<file path="src/rtl/eth_switch_pkg.sv">
// Shared types and constants for the ethernet switch ingress path.
// Holds the commit controller state type and the FCS verdict encodings.
package eth_switch_pkg;

  typedef enum logic [1:0] {
    IDLE     = 2'd0,
    WAIT_FCS = 2'd1,
    FORWARD  = 2'd2,
    DISCARD  = 2'd3
  } commit_state_t;

  localparam logic [1:0] FCS_PASS = 2'b10;
  localparam logic [1:0] FCS_FAIL = 2'b11;

  // True when the checker has published a verdict (pass or fail).
  function automatic logic fcs_verdict_valid(input logic [1:0] fcs);
    fcs_verdict_valid = (fcs == FCS_PASS) || (fcs == FCS_FAIL);
  endfunction

endpackage

</file>
<file path="src/rtl/frame_commit_ctrl_lookup_fifo.sv">
// lookup_fifo: small synchronous FIFO holding MAC lookup results until the
// matching FCS verdict arrives. Head data is visible combinationally so the
// consumer can act on it in the pop cycle. A push while full is accepted
// only when a pop happens in the same cycle.
module lookup_fifo #(
  parameter int WIDTH = 4,
  parameter int DEPTH = 2
) (
  input  logic                   clk,
  input  logic                   reset,
  input  logic                   push_i,
  input  logic                   pop_i,
  input  logic [WIDTH-1:0]       wdata_i,
  output logic [WIDTH-1:0]       rdata_o,
  output logic                   full_o,
  output logic                   empty_o,
  output logic [$clog2(DEPTH):0] count_o
);

  localparam int AW = $clog2(DEPTH);
  localparam logic [AW-1:0] PTR_ONE   = AW'(1);
  localparam logic [AW:0]   CNT_ONE   = (AW + 1)'(1);
  localparam logic [AW:0]   CNT_FULL  = (AW + 1)'(DEPTH);

  logic [WIDTH-1:0] mem_q [DEPTH];
  logic [AW-1:0]    wr_ptr_q;
  logic [AW-1:0]    rd_ptr_q;
  logic [AW:0]      count_q;
  logic             do_push_s;
  logic             do_pop_s;

  assign full_o  = (count_q == CNT_FULL);
  assign empty_o = (count_q == {(AW + 1){1'b0}});
  assign count_o = count_q;
  assign rdata_o = mem_q[rd_ptr_q];

  // Qualify requests: never pop empty, push when full only alongside a pop.
  always_comb begin
    do_pop_s  = 1'b0;
    do_push_s = 1'b0;
    if (pop_i && !empty_o) begin
      do_pop_s = 1'b1;
    end else begin
      do_pop_s = 1'b0;
    end
    if (push_i && (!full_o || do_pop_s)) begin
      do_push_s = 1'b1;
    end else begin
      do_push_s = 1'b0;
    end
  end

  // Storage array and write pointer.
  always_ff @(posedge clk or posedge reset) begin
    if (reset) begin
      for (int i = 0; i < DEPTH; i++) begin
        mem_q[i] <= {WIDTH{1'b0}};
      end
      wr_ptr_q <= {AW{1'b0}};
    end else if (do_push_s) begin
      mem_q[wr_ptr_q] <= wdata_i;
      wr_ptr_q        <= wr_ptr_q + PTR_ONE;
    end
  end

  // Read pointer advances on every accepted pop.
  always_ff @(posedge clk or posedge reset) begin
    if (reset) begin
      rd_ptr_q <= {AW{1'b0}};
    end else if (do_pop_s) begin
      rd_ptr_q <= rd_ptr_q + PTR_ONE;
    end
  end

  // Occupancy: simultaneous push and pop leave it unchanged.
  always_ff @(posedge clk or posedge reset) begin
    if (reset) begin
      count_q <= {(AW + 1){1'b0}};
    end else begin
      case ({do_push_s, do_pop_s})
        2'b10:   count_q <= count_q + CNT_ONE;
        2'b01:   count_q <= count_q - CNT_ONE;
        default: count_q <= count_q;
      endcase
    end
  end

endmodule

</file>
<file path="src/rtl/frame_commit_ctrl.sv">
// frame_commit_ctrl: per-ingress commit/discard controller. Pairs queued MAC
// lookup masks with FCS verdicts in order, steers the frame buffer drain to
// the fabric or to trash, and presents the destination mask while forwarding.
// Optional build macro STATS_EN adds saturating forward/drop counters; when
// it is undefined the counter outputs are tied to zero.
module frame_commit_ctrl
  import eth_switch_pkg::*;
#(
  parameter int NUM_PORTS = 4,
  parameter int DEPTH     = 2,
  parameter int CNT_W     = 16
) (
  input  logic                   clk,
  input  logic                   reset,
  input  logic                   lookup_valid,
  input  logic [NUM_PORTS-1:0]   lookup_mask,
  input  logic [1:0]             fcs_status,
  input  logic                   done,
  output logic                   en,
  output logic                   sel,
  output logic [NUM_PORTS-1:0]   tx_mask,
  output logic [$clog2(DEPTH):0] pending,
  output logic                   lookup_ovf,
  output logic [CNT_W-1:0]       fwd_count,
  output logic [CNT_W-1:0]       drop_count
);

  localparam int PW = $clog2(DEPTH) + 1;

  commit_state_t          state_q;
  logic [NUM_PORTS-1:0]   tx_mask_q;
  logic                   lookup_ovf_q;
  logic                   lookup_ovf_d;
  logic                   pop_s;
  logic [NUM_PORTS-1:0]   head_s;
  logic                   full_s;
  logic                   empty_s;
  logic [PW-1:0]          count_s;

  lookup_fifo #(
    .WIDTH (NUM_PORTS),
    .DEPTH (DEPTH)
  ) u_fifo (
    .clk     (clk),
    .reset   (reset),
    .push_i  (lookup_valid),
    .pop_i   (pop_s),
    .wdata_i (lookup_mask),
    .rdata_o (head_s),
    .full_o  (full_s),
    .empty_o (empty_s),
    .count_o (count_s)
  );

  // Head entry is consumed in the cycle a verdict is seen while waiting.
  always_comb begin
    pop_s = 1'b0;
    if ((state_q == WAIT_FCS) && fcs_verdict_valid(fcs_status) && !empty_s) begin
      pop_s = 1'b1;
    end else begin
      pop_s = 1'b0;
    end
  end

  // A lookup is lost only when the FIFO is full and nothing leaves this cycle.
  always_comb begin
    lookup_ovf_d = 1'b0;
    if (lookup_valid && full_s && !pop_s) begin
      lookup_ovf_d = 1'b1;
    end else begin
      lookup_ovf_d = 1'b0;
    end
  end

  // Commit FSM; also owns the registered destination mask.
  always_ff @(posedge clk or posedge reset) begin
    if (reset) begin
      state_q   <= IDLE;
      tx_mask_q <= {NUM_PORTS{1'b0}};
    end else begin
      case (state_q)
        IDLE: begin
          if (count_s != {PW{1'b0}}) begin
            state_q <= WAIT_FCS;
          end
        end
        WAIT_FCS: begin
          if (fcs_status == FCS_PASS) begin
            if (head_s != {NUM_PORTS{1'b0}}) begin
              state_q   <= FORWARD;
              tx_mask_q <= head_s;
            end else begin
              state_q   <= DISCARD;
              tx_mask_q <= {NUM_PORTS{1'b0}};
            end
          end else if (fcs_status == FCS_FAIL) begin
            state_q   <= DISCARD;
            tx_mask_q <= {NUM_PORTS{1'b0}};
          end
        end
        FORWARD: begin
          if (done) begin
            state_q   <= IDLE;
            tx_mask_q <= {NUM_PORTS{1'b0}};
          end
        end
        DISCARD: begin
          if (done) begin
            state_q <= IDLE;
          end
        end
        default: begin
          state_q   <= IDLE;
          tx_mask_q <= {NUM_PORTS{1'b0}};
        end
      endcase
    end
  end

  // Overflow pulse register.
  always_ff @(posedge clk or posedge reset) begin
    if (reset) begin
      lookup_ovf_q <= 1'b0;
    end else begin
      lookup_ovf_q <= lookup_ovf_d;
    end
  end

  // Drain controls; the fabric path closes in the cycle done arrives.
  always_comb begin
    en  = 1'b0;
    sel = 1'b0;
    case (state_q)
      FORWARD: begin
        en  = 1'b1;
        sel = !done;
      end
      DISCARD: begin
        en  = 1'b1;
        sel = 1'b0;
      end
      default: begin
        en  = 1'b0;
        sel = 1'b0;
      end
    endcase
  end

  assign tx_mask    = tx_mask_q;
  assign pending    = count_s;
  assign lookup_ovf = lookup_ovf_q;

`ifdef STATS_EN
  localparam logic [CNT_W-1:0] CNT_ONE = CNT_W'(1);
  localparam logic [CNT_W-1:0] CNT_MAX = {CNT_W{1'b1}};

  logic [CNT_W-1:0] fwd_count_q;
  logic [CNT_W-1:0] drop_count_q;
  logic             fwd_inc_s;
  logic             drop_inc_s;

  // Count events: verdict outcomes leaving WAIT_FCS plus dropped lookups.
  always_comb begin
    fwd_inc_s  = 1'b0;
    drop_inc_s = 1'b0;
    if (pop_s && (fcs_status == FCS_PASS) && (head_s != {NUM_PORTS{1'b0}})) begin
      fwd_inc_s = 1'b1;
    end else begin
      fwd_inc_s = 1'b0;
    end
    if ((pop_s && !fwd_inc_s) || lookup_ovf_d) begin
      drop_inc_s = 1'b1;
    end else begin
      drop_inc_s = 1'b0;
    end
  end

  // Saturating statistics counters.
  always_ff @(posedge clk or posedge reset) begin
    if (reset) begin
      fwd_count_q  <= {CNT_W{1'b0}};
      drop_count_q <= {CNT_W{1'b0}};
    end else begin
      if (fwd_inc_s && (fwd_count_q != CNT_MAX)) begin
        fwd_count_q <= fwd_count_q + CNT_ONE;
      end
      if (drop_inc_s && (drop_count_q != CNT_MAX)) begin
        drop_count_q <= drop_count_q + CNT_ONE;
      end
    end
  end

  assign fwd_count  = fwd_count_q;
  assign drop_count = drop_count_q;
`else
  assign fwd_count  = {CNT_W{1'b0}};
  assign drop_count = {CNT_W{1'b0}};
`endif

endmodule

</file>
<file path="config.mk">
export PLATFORM = sky130hd
export DESIGN_NAME = frame_commit_ctrl
export DESIGN_NICKNAME = d
export VERILOG_FILES = /design/src/rtl/eth_switch_pkg.sv /design/src/rtl/frame_commit_ctrl_lookup_fifo.sv /design/src/rtl/frame_commit_ctrl.sv
export SDC_FILE = /design/constraint.sdc
export NUM_CORES = 1
export LEC_CHECK = 0
export ABC_AREA = 1
export BUFFER_PORTS_ARGS = -buffer_cell sky130_fd_sc_hd__buf_2
export CAP_MARGIN = 20
export CORE_ASPECT_RATIO = 0.75
export CORE_MARGIN = 2
export CORE_UTILIZATION = 50
export CTS_CLUSTER_DIAMETER = 120
export DETAILED_ROUTE_END_ITERATION = 10
export HOLD_SLACK_MARGIN = 0.15
export PLACE_DENSITY = 0.86
export SLEW_MARGIN = 10
export SYNTH_ARGS = -nofsm -noshare
export SYNTH_HDL_FRONTEND = slang
export SYNTH_SLANG_ARGS = --single-unit
export TNS_END_PERCENT = 5
</file>
<file path="constraint.sdc">
create_clock -name clk -period 3.3 [get_ports clk]
set_input_delay 0.165 -clock clk [delete_from_list [all_inputs] [get_ports clk]]
set_output_delay 0.165 -clock clk [all_outputs]
set_load 0.005 [all_outputs]
</file>
==> results.json <==
{
  "drt_iter0_markers": 15,
  "finalClockSkew_ns": 0.005013,
  "max_slew_margin_pct": 51.81,
  "core_area_sq_um": 2271,
  "critPathTopFamily": "flip-flops",
  "finalSetupViolations": 0,
  "std_cell_rows": 15,
  "htreeDepth": 1,
  "critPathCapture": "u_fifo.count_o[1]",
  "tns_ns": 0,
  "synthSimpleGateAreaFrac_pct": 22.79,
  "firstDrtPassIters": 4,
  "die-area_sq_um": 2793,
  "crit_path_start": "state_q[1]",
  "r2r.worst_path.cells": 8,
  "status": "complete, no violations",
  "muxShareOfSynthArea_pct": 0,
  "path_max_fanout": 5,
  "synth_xor_area_share_pct": 2.206,
  "p_per_area_nw_per_um2": 780.2,
  "place_congestion": 0.7376,
  "cts_tree": "built",
  "insertion_delay_ns": 0.31,
  "r2r-end": "u_fifo.count_o[1]",
  "hold_ws_ns": 0.1755,
  "drive_above_1_share_pct": 20.24,
  "ir_drop_mv": 0.4221,
  "synthToLayoutAreaGrowth_pct": 7.773,
  "rsz0062_at_grt": "false",
  "p_sw_share_pct": 43.35,
  "dr_total_vias": 823,
  "grt_max_degree": 20,
  "ios": 51,
  "viasPerCell": 4.074,
  "place_inst": 192,
  "synth-edff-count": 0,
  "final-instance-count-excl-fill": 202,
  "crit_arrival_ns": 1.91,
  "ant_nets": 0,
  "grt_pass1_vias": 746,
  "cts.clk_slew.worst_paths_ns": 0.11,
  "ys_seq_elements": 19,
  "power.total_uw": 1002,
  "grt-ovfl-total": 0,
  "setup.worst_path.end_class": "register",
  "wl_per_cell_um": 9.866,
  "worst_hold_path_type": "input pin to register",
  "design_area_sq_um": 1284,
  "synthDominantAreaCellType": "dfrtp_1",
  "yosys-top-cells-count": "buf_4 (32), nand2_1 (32), dfrtp_1 (19)",
  "fin_nets": 180,
  "slew_viol_final": 0,
  "cts_buffers": 3,
  "start_kind": "register",
  "initial_core_util_pct": 52.45,
  "crit_type": "register to register",
  "reg2reg_slack_ns": 1.59,
  "required_ns": 3.49,
  "n_antenna_cell": 0,
  "p_clk_share_pct": 11.9,
  "synth_top_area_share_pct": 39.92,
  "die_h_um": 46.27,
  "netlist_area_sq_um": 1191,
  "finalHoldViolCount": 0,
  "finalCriticalPeriod_ns": 1.711,
  "ctsResizeCount": 0,
  "sequentialPowerShare_pct": 43.1,
  "synth_top_family_by_area": "buffers and inverters",
  "min_period_over_period_pct": 51.86,
  "async_flop_share_pct": 100.0,
  "power_frac_comb_pct": 44.9,
  "antenna_found_initial": 0,
  "place_area_sq_um": 1196,
  "synthAdderAreaFrac_pct": 1.050,
  "power.switching_uw": 434.2,
  "critPathMaxStageDelay_ns": 0.48,
  "path_cells": "nor2_4, nand2_4, nand2_8, nand2_1, ha_1, a21oi_1, o21ai_1, xor2_1",
  "crit_cells": 8,
  "clkSinkCount": 19,
  "grt_pass1_wl_um": 3312,
  "reg2reg_from": "state_q[1]",
  "post-route-drc-count": 0,
  "dpl.hpwl_um": 1590,
  "clockBufferDepth": 2,
  "yosysWarnings": 0,
  "ys_seq_area_share_pct": 39.92,
  "worstMarginPinSlew_ns": 0.7221,
  "die_x_um": 60.36,
  "synth_ff_type": "dfrtp_1",
  "maxCapViolations": 0,
  "yosys-top-cells-area": "dfrtp_1 (40%), buf_4 (20%), nand2_1 (10%), o21ai_1 (5.5%), inv_1 (4.7%)",
  "leakage_uw": 0.0007239,
  "portBuffers": 18,
  "synthDistinctLibCells": 23,
  "intPower_uw": 567.5,
  "syn_inst": 142,
  "timing.fmax_ghz": 0.5843,
  "crit_buf_inv": 0,
  "cpMaxStageDelayCell": "dfrtp_1",
  "grt_usage_pct": 16.44,
  "root_buffer": "clkbuf_4",
  "synth-compound-area-share_pct": 7.878,
  "routed_wl_um": 1993,
  "synth.avg_cell_area_sq_um": 8.388
}
timing repair:
| item | in CTS | in global routing |
|---|---|---|
| setup endpoints to repair | 0 | 0 |
| hold buffers | 6 | 0 |
| hold endpoints to repair | 28 | 0 |
| buffers inserted | 0 | 0 |
power by group through the flow:
stage,Clock (uW),Combinational [uW],Sequential [uW]
6_report,120,450,432
5_1_grt,136,522,444
4_1_cts,128,455,431
2_1_floorplan,0,366,420
3_3_place_gp,0,427,426
3_5_place_dp,0,449,435
worst min-delay path, cell delays in order:
cell     delay [ns]
buf_2          0.11
nand2_4        0.10
nand2_1        0.08
cell families after synthesis:
group | Yosys count
DFF | 19
other | 1
and+or+nand+nor | 52
AOI/OAI and AO/OA | 16
xor gates and xnor gates | 3
adders and majority gates | 1
buffers and inverters | 50
worst min-delay path by stage:
stage / startpoint / to / cells after the start
after detailed placement: reset / tx_mask[2] / 2
final: fcs_status[1] / state_q[1] / 3
after CTS: fcs_status[1] / state_q[1] / 3
after floorplan: reset / lookup_ovf / 1
after global placement: reset / tx_mask[1] / 2
after global routing: fcs_status[1] / state_q[1] / 3
layout make-up:
| cell class | instances | area [sq um] |
|---|---|---|
| fillers | 201 | 987.2 |
| flip-flops and latches | 19 | 475.5 |
| repair buffers | 24 | 150.1 |
| inverters | 17 | 63.81 |
| clock buffers | 3 | 22.52 |
| multi-input cells | 104 | 524.3 |
| well taps | 34 | 42.54 |
| clock inverters | 1 | 5.005 |
metal layers:
metal  vias to the layer above  part of all wire (%)  track usage [%]
li1                        420                     -                -
met1                       373                    44            19.61
met2                        28                    48            28.91
met3                         2                   7.6            6.180
met4                         0                  0.55            2.667
met5                         -                     0                0
registers in the layout (all words and copies together) (netlist names):
signal	flops
lookup_ovf	1
u_fifo.wr_ptr_q	1
u_fifo.mem_q	8
u_fifo.count_o	2
tx_mask	4
u_fifo.rd_ptr_q	1
state_q	2
metrics by stage:
| step | setup WS (ns) | util [%] |
|---|---|---|
| detailed placement | 1.603 | 52.67 |
| finish | 1.589 | 56.53 |
| CTS | 1.581 | 56.53 |
| global route | 1.531 | 56.53 |
| global placement | 1.725 | 52.67 |
| floorplan | 1.749 | - |
cells in the final DEF (no fill, tap or decap), types with 2 or more instances in the layout:
master / n
o21ai_1: 13
dfrtp_1: 19
nor2_1: 6
nor2_2: 3
conb_1: 32
inv_1: 15
nand3_4: 2
inv_2: 2
xor2_1: 2
nand3_1: 4
clkbuf_4: 3
nand2_1: 32
dlygate4sd3_1: 6
buf_2: 18
Power figures use the tool's default switching activity.
